File: config.mk
export PLATFORM = sky130hd
export DESIGN_NAME = regfile_param
export DESIGN_NICKNAME = d
export VERILOG_FILES = /design/src/rtl/regfile_param.sv
export SDC_FILE = /design/constraint.sdc
export NUM_CORES = 2
export LEC_CHECK = 0
export ABC_CLOCK_PERIOD_IN_PS = 5000
export BUFFER_PORTS_ARGS = -buffer_cell sky130_fd_sc_hd__clkbuf_2
export CAP_MARGIN = 20
export CORE_ASPECT_RATIO = 1.4
export CORE_MARGIN = 1
export CORE_UTILIZATION = 45
export CTS_BUF_LIST = sky130_fd_sc_hd__clkbuf_4 sky130_fd_sc_hd__clkbuf_8 sky130_fd_sc_hd__clkbuf_16
export CTS_CLUSTER_DIAMETER = 200
export DETAILED_ROUTE_END_ITERATION = 16
export GPL_TIMING_DRIVEN = 0
export PLACE_DENSITY = 0.67
export SYNTH_ARGS = -nofsm -noshare
export SYNTH_HDL_FRONTEND = slang
export SYNTH_SLANG_ARGS = --single-unit
File: constraint.sdc
create_clock -name clk -period 5 [get_ports clk]
set_clock_uncertainty 0.1 [all_clocks]
set_input_delay 0.75 -clock clk [delete_from_list [all_inputs] [get_ports clk]]
set_output_delay 0.75 -clock clk [all_outputs]
set_load 0.02 [all_outputs]
File: src/rtl/regfile_param.sv
// Purpose : parametrised register file, two read ports, one write port, debug read, watch and write counter.
// Latency : RD1/RD2 combinational (READ_LAT=0) or one clk (READ_LAT=1); dbg_data combinational; watch_hit one clk.
// Backpr. : none; every enabled, in-range, non-zero-register write is accepted in the cycle it is presented.
//
// Ports:
//   clk, rst_n           clock, synchronous active-low reset (clears array, read regs, watch, counter)
//   A1/A2 -> RD1/RD2     read ports (out-of-range and hardwired-zero addresses read 0)
//   A3, WD3, WE3         write port
//   DBG_ADDR -> dbg_data debug read, never bypassed
//   watch_hit            register WATCH_REG equals WATCH_VAL (as of the previous edge)
//   write_count          committed writes since reset, wraps at 2^CNT_W
module regfile_param #(
  parameter int DATA_W    = 32,
  parameter int NUM_REGS  = 32,
  parameter int ADDR_W    = $clog2(NUM_REGS),
  parameter int READ_LAT  = 1,
  parameter int BYPASS    = 1,
  parameter int ZERO_REG  = 1,
  parameter int WATCH_REG = 10,
  parameter int WATCH_VAL = 13,
  parameter int CNT_W     = 16
) (
  input  logic              clk,
  input  logic              rst_n,
  input  logic [ADDR_W-1:0] A1,
  input  logic [ADDR_W-1:0] A2,
  input  logic [ADDR_W-1:0] A3,
  input  logic [DATA_W-1:0] WD3,
  input  logic              WE3,
  output logic [DATA_W-1:0] RD1,
  output logic [DATA_W-1:0] RD2,
  input  logic [ADDR_W-1:0] DBG_ADDR,
  output logic [DATA_W-1:0] dbg_data,
  output logic              watch_hit,
  output logic [CNT_W-1:0]  write_count
);

  // Array index width; A* may be wider than this when the address space
  // deliberately exceeds the register count.
  localparam int                IDX_W   = (NUM_REGS > 1) ? $clog2(NUM_REGS) : 1;
  localparam logic [31:0]       NREGS   = NUM_REGS;
  localparam bit                BYP_EN  = (BYPASS != 0);
  localparam bit                ZERO_EN = (ZERO_REG != 0);
  localparam logic [DATA_W-1:0] WATCH_V = DATA_W'(WATCH_VAL);

  logic [DATA_W-1:0] regs [NUM_REGS];
  logic              commit;
  logic [ADDR_W-1:0] rd_addr [2];
  logic [DATA_W-1:0] rd_val  [2];

  function automatic logic in_range(input logic [ADDR_W-1:0] a);
    return 32'(a) < NREGS;
  endfunction

  function automatic logic is_zero_reg(input logic [ADDR_W-1:0] a);
    return ZERO_EN && (a == '0);
  endfunction

  function automatic logic [IDX_W-1:0] to_idx(input logic [ADDR_W-1:0] a);
    return IDX_W'(a);
  endfunction

  // A write only counts when it actually lands in the array; reset masks it.
  assign commit = rst_n && WE3 && in_range(A3) && !is_zero_reg(A3);

  always_ff @(posedge clk) begin
    if (!rst_n) begin
      for (int i = 0; i < NUM_REGS; i++) regs[i] <= '0;
    end else if (commit) begin
      regs[to_idx(A3)] <= WD3;
    end
  end

  always_ff @(posedge clk) begin
    if (!rst_n) write_count <= '0;
    else if (commit) write_count <= write_count + CNT_W'(1);
  end

  assign rd_addr[0] = A1;
  assign rd_addr[1] = A2;

  // Read value per port. The zero/out-of-range check comes first so a write
  // aimed at the zero register can never leak through the bypass.
  always_comb begin
    for (int p = 0; p < 2; p++) begin
      rd_val[p] = '0;
      if (in_range(rd_addr[p]) && !is_zero_reg(rd_addr[p])) begin
        if (BYP_EN && commit && (rd_addr[p] == A3)) rd_val[p] = WD3;
        else                                        rd_val[p] = regs[to_idx(rd_addr[p])];
      end
    end
  end

  generate
    if (READ_LAT == 0) begin : g_rd_comb
      assign RD1 = rd_val[0];
      assign RD2 = rd_val[1];
    end else begin : g_rd_reg
      always_ff @(posedge clk) begin
        if (!rst_n) begin
          RD1 <= '0;
          RD2 <= '0;
        end else begin
          RD1 <= rd_val[0];
          RD2 <= rd_val[1];
        end
      end
    end
  endgenerate

  // Debug view shows the stored contents only, never in-flight write data.
  always_comb begin
    dbg_data = '0;
    if (in_range(DBG_ADDR) && !is_zero_reg(DBG_ADDR)) dbg_data = regs[to_idx(DBG_ADDR)];
  end

  // Compares pre-edge contents, so a matching write shows up one edge later.
  generate
    if (WATCH_REG >= 0 && WATCH_REG < NUM_REGS) begin : g_watch
      always_ff @(posedge clk) begin
        if (!rst_n) watch_hit <= 1'b0;
        else        watch_hit <= (regs[WATCH_REG] == WATCH_V);
      end
    end else begin : g_no_watch
      assign watch_hit = 1'b0;
    end
  endgenerate

endmodule
# After elaboration in Yosys (flattened, before gate mapping)
# Memory sizes are Yosys's and may differ from the RTL's. A register that Yosys moved wholly into a read port is not among the register bits.
# Index checks and enable logic that the tools add are counted.
[totals] register_bits=17 mem_bits_rw=1024 mem_count=1
[mem_list] memory="regs" depth=32 width=32 rd=4 rd_ports_with_merged_regs=2 write_ports=32 line="46" text="logic [DATA_W-1:0] regs [NUM_REGS];"
[op_classes] n_addsub=1 n_eq_ne=1 muxes=8 n_bitwise=1 reduce_logical=10
[op_table] cell="$mux W32" count=2
[op_table] cell="$eq A32 B4 Y1 const B" count=1
[op_table] cell="$reduce_or A32 Y1" count=1
[op_table] cell="$logic_not A5 Y1" count=4
[op_table] cell="$add A16 B1 Y16 const B" count=1
[op_table] cell="$mux W1" count=5
[op_table] cell="$mux W5" count=1
[op_table] cell="$reduce_or A2 Y1" count=2
[op_table] cell="$logic_and A1 B1 Y1" count=2
[op_table] cell="$logic_not A1 Y1" count=1
[op_table] cell="$not A1 Y1" count=1

# Longest topological paths before layout
[depth] ltp_word=8 depth_mapped=10 mapped_depth_nobuf=6

# Worst setup path after synthesis
# No wires, ideal clock.
[synth_path] path_kind="input to register" startpoint="input port A3[4]" endpoint="memory regs[16][0], enable pin" t_arrival_ps=3850 setup_slack_ps=585 stages=4 cell_sequence="buf_2 or3b_2 clkbuf_1 o21ai_0"
[synth_lines] element="from (decl)" line="27" text="input logic [ADDR_W-1:0] A3,"
[synth_lines] element="to (decl)" line="46"

# Final worst setup path
[layout_path] startpoint="input port A1[2]" endpoint="register RD1[2], read port of regs"
[layout_via] elab_chain_len=2
[layout_rtl] element="from (decl)" line="25" text="input logic [ADDR_W-1:0] A1,"
[layout_rtl] element="$logic_not A5 Y1" line="56" text="return ZERO_EN && (a == '0);"
[layout_rtl] element="$reduce_or A2 Y1 (no line)"
[layout_rtl] element="to (decl)" line="30" text="output logic [DATA_W-1:0] RD1,"
# Parallel ways exist; a longest one is shown, timed or not.
# A chain may end at the register's enable or synchronous reset.

==> flow_results.xml <==
<?xml version="1.0" encoding="UTF-8"?>
<metrics>
  <group name="job">
    <metric name="timing.max_cap.violations" unit="">0</metric>
  </group>
  <group name="floorplan">
    <metric name="dieHeight" unit="um">454</metric>
    <metric name="die_footprint" unit="um^2">148000</metric>
    <metric name="placement_rows" unit="">165</metric>
    <metric name="number_of_primary_i_o_pins" unit="">168</metric>
    <metric name="die-width" unit="um">325</metric>
    <metric name="floorplan.initialDensity" unit="%">45.4</metric>
    <metric name="floorplan.core_area" unit="um^2">145000</metric>
  </group>
  <group name="placed_design">
    <metric name="gpl.final_weighted_congestion" unit="">1.10</metric>
    <metric name="io_buffer_count" unit="">155</metric>
    <metric name="dp_hpwl" unit="um">248000</metric>
  </group>
  <group name="clocking">
    <metric name="clkTransAtPathRegs" unit="ns">0.06</metric>
    <metric name="cts_sinks" unit="">1105</metric>
    <metric name="tritoncts" unit="">yes</metric>
    <metric name="clockRootBuffer" unit="">clkbuf_16</metric>
    <metric name="clock_tree.buffer_depth" unit="">3</metric>
    <metric name="cts-htree-levels" unit="">3</metric>
    <metric name="numCtsBuffers" unit="">114</metric>
    <metric name="clk-insertion-delay-late" unit="ns">0.80</metric>
  </group>
  <group name="power_and_ir_drop">
    <metric name="leakage" unit="nW">26.2</metric>
    <metric name="largest_voltage_drop_on_the_vdd_net" unit="mV">0.292</metric>
    <metric name="power.density" unit="nW/um^2">330</metric>
  </group>
  <group name="drt">
    <metric name="totalWireLength" unit="um">327000</metric>
    <metric name="avgRoutedWirePerCell" unit="um">47.4</metric>
    <metric name="vias" unit="">49900</metric>
    <metric name="route.antenna.remaining_nets" unit="">0</metric>
    <metric name="drc" unit="">0</metric>
    <metric name="drt_iter0_drc" unit="">9183</metric>
    <metric name="route.detailed.vias_per_inst" unit="">7.23</metric>
    <metric name="detail_route.first_pass.iterations" unit="">8</metric>
  </group>
  <group name="timing">
    <metric name="relSlewSlack" unit="%">10.1</metric>
    <metric name="setup_violations" unit="">18</metric>
    <metric name="setup_slack" unit="ns">-0.229</metric>
    <metric name="final.period_utilization" unit="%">105</metric>
    <metric name="timing_max_transition_violations_final" unit="">0</metric>
    <metric name="rsz0062_at_grt" unit="">false</metric>
    <metric name="maxClockFrequency" unit="MHz">191</metric>
    <metric name="hold_viol_final" unit="">0</metric>
    <metric name="min_period" unit="ns">5.23</metric>
    <metric name="worstMarginPinSlew" unit="ns">1.35</metric>
    <metric name="hold-worst-slack" unit="ns">0.196</metric>
    <metric name="fin_tns_setup" unit="ns">-1.07</metric>
  </group>
  <group name="logic_synthesis">
    <metric name="syn-cell-area" unit="um^2">65700</metric>
    <metric name="async_reset_ff_share" unit="%">0</metric>
    <metric name="synth_area_per_cell" unit="um^2">14.7</metric>
    <metric name="synth-seq-cells" unit="">1105</metric>
    <metric name="dominantRegCellSynth" unit="">edfxtp_1</metric>
    <metric name="postSynthCellCount" unit="">4484</metric>
    <metric name="synth_top_cells_by_area" unit="">edfxtp_1, mux4_2, and2_1</metric>
    <metric name="synth_sequential_area_ratio" unit="%">49.2</metric>
    <metric name="synth_enable_flop_cells" unit="">1024</metric>
    <metric name="synth.most_common_cell" unit="">edfxtp_1</metric>
    <metric name="synthTopCellsByCount" unit="">edfxtp_1, and2_1, mux4_2</metric>
    <metric name="synthesis.yosys.warnings" unit="">0</metric>
    <metric name="area_share_of_the_leading_cell_type_in_the_synthesized_netlist" unit="%">46.8</metric>
    <metric name="synth_largest_area_cell" unit="">edfxtp_1</metric>
    <metric name="synthDistinctLibCells" unit="">63</metric>
  </group>
  <group name="global_routing">
    <metric name="grt_first_pass_wirelength" unit="um">425000</metric>
    <metric name="grt_max_degree" unit="">42</metric>
    <metric name="first_global_vias" unit="">46700</metric>
    <metric name="grt_remaining_overflow" unit="">0</metric>
    <metric name="antenna_found_initial" unit="">34</metric>
    <metric name="grtUsageTotal" unit="%">43.8</metric>
  </group>
  <group name="worst_setup_path">
    <metric name="ff2ff_path_depth" unit="">4</metric>
    <metric name="worst-endpoint-arrival" unit="ns">5.73</metric>
    <metric name="worst_setup_path_end_kind" unit="">flip-flop</metric>
    <metric name="worst_ep_required_time" unit="ns">5.50</metric>
    <metric name="cp-start-kind" unit="">input pin</metric>
    <metric name="critical_path_class" unit="">in2reg</metric>
    <metric name="crit_path_max_fanout" unit="">12</metric>
  </group>
  <group name="layout">
    <metric name="area.growth.synth_to_final" unit="%">13.9</metric>
    <metric name="multi_input_logic_area" unit="um^2">31200</metric>
    <metric name="ff_latch_area" unit="um^2">32400</metric>
    <metric name="final_layout_size_suffix_gt1_share" unit="%">28.7</metric>
    <metric name="final.fill_count" unit="">12100</metric>
    <metric name="nets" unit="">4920</metric>
  </group>
  <group name="outcome">
    <metric name="outcome" unit="">finished, violations left</metric>
    <metric name="violations" unit="">setup timing</metric>
  </group>
  <group name="worst_hold_path">
    <metric name="worstHoldPathType" unit="">in2reg</metric>
    <metric name="worst_hold_stages" unit="">3</metric>
  </group>
</metrics>
[cells by family (layout without fill, tap and decap cells)]
kind of cell             count (synthesis)  in the layout  synth area share [%]
other                                    1             49               0.00570
flip-flops                            1105           1105                  49.2
AO/OA/AOI/OAI                          481            481                  5.34
AND/OR/NAND/NOR                       1250           1250                  11.3
XOR/XNOR                                24             24                 0.320
multiplexers                          1074           1074                  29.7
buffers and inverters                  548            992                  3.99
adder cells (fa/ha/maj)                  1              1                0.0190
[routing by layer]
layer	track usage (%)	up-vias	share of wire (%)	routed length [um]
met5	0	-	0.031	100
met4	36.2	14	9.9	32400
met3	15.2	1156	14	45800
li1	-	18500	-	-
met2	64.2	4658	43	141000
met1	52.1	25600	33	108000
[layout make-up]
cell class	count	area share, %
diodes	17	0.0568
plain buffers	512	3.38
clock buffers	146	4.33
clock inverters	65	0.799
inverters	36	0.180
multi-input cells	2862	41.7
flip-flops and latches	1105	43.2
well taps	1920	3.21
repair buffers	233	3.13
[cells in the final DEF (no fill, tap or decap), types with 17 or more instances in the layout]
cell type	instances
mux4_2	691
edfxtp_1	1024
mux2i_1	304
o211ai_1	23
clkinv_2	23
dfxtp_1	81
nor3b_1	23
nand2_1	101
buf_12	25
buf_16	23
buf_6	38
mux2_2	70
buf_4	41
a22o_1	23
a22oi_1	73
buf_8	27
clkbuf_1	306
and2_1	996
a32o_1	23
diode_2	17
o22ai_1	25
o221ai_1	58
o21ai_1	40
clkbuf_2	168
buf_2	100
xor2_1	17
nand3_1	23
clkbuf_4	18
a221oi_1	35
inv_1	36
conb_1	32
o21ai_4	31
clkbuf_16	120
a21oi_1	65
o32ai_1	23
nor2_1	57
[critical path, stage by stage]
cell and delay, ns:
clkbuf_2 0.29, buf_2 0.78, clkbuf_2 0.89, nand3b_1 1.19, o221ai_1 0.68, a211oi_1 0.26, o32ai_1 0.83
[registers in the layout (all words and copies together) (netlist names)]
signal       cells
RD1             32
regs          1024
watch_hit        1
RD2             32
write_count     16
[power breakdown]
part	leakage, nW	total, W	internal, W	switching [W]
Clock	1.91	0.00908	0.00504	0.00404
Combinational	13.8	0.00462	0.00168	0.00294
Sequential	10.4	0.0110	0.0106	0.000402
[stage by stage]
| stage | total power [W] | utilization (%) | setup WS (ns) | cell area (um^2) | std cells |
|---|---|---|---|---|---|
| after floorplan | 0.0135 | - | 0.585 | 65900 | 4515 |
| after CTS | 0.0244 | 51.7 | 0.0733 | 74800 | 6878 |
| final | 0.0247 | 51.7 | -0.229 | 74900 | 6896 |
| after global placement | 0.0154 | 47.7 | -4.07 | 69000 | 6590 |
| after global routing | 0.0249 | 51.7 | 0.0113 | 74900 | 6882 |
| after detailed placement | 0.0156 | 49.0 | -0.405 | 71000 | 6667 |
[repair_timing]
action | in CTS | in global routing
hold buffers | 0 | 0
pin swaps | 0 | 0
endpoints found under the setup margin | 6 | 3
gates resized for setup | 3 | 6
setup buffers | 0 | 0
[worst paths after layout]
path	start	endpoint	slack [ns]
setup / recovery	A1[2]	RD1[2]$_SDFF_PP0_	-0.23
hold reg to reg	write_count[15]$_SDFFE_PN0P_	write_count[15]$_SDFFE_PN0P_	0.39
hold / removal	WD3[25]	RD1[25]$_SDFF_PP0_	0.20
setup reg to reg	regs[19][2]$_SDFFCE_PN0P_	RD1[2]$_SDFF_PP0_	2.34
No activity file was read; power rests on OpenSTA's default activity.
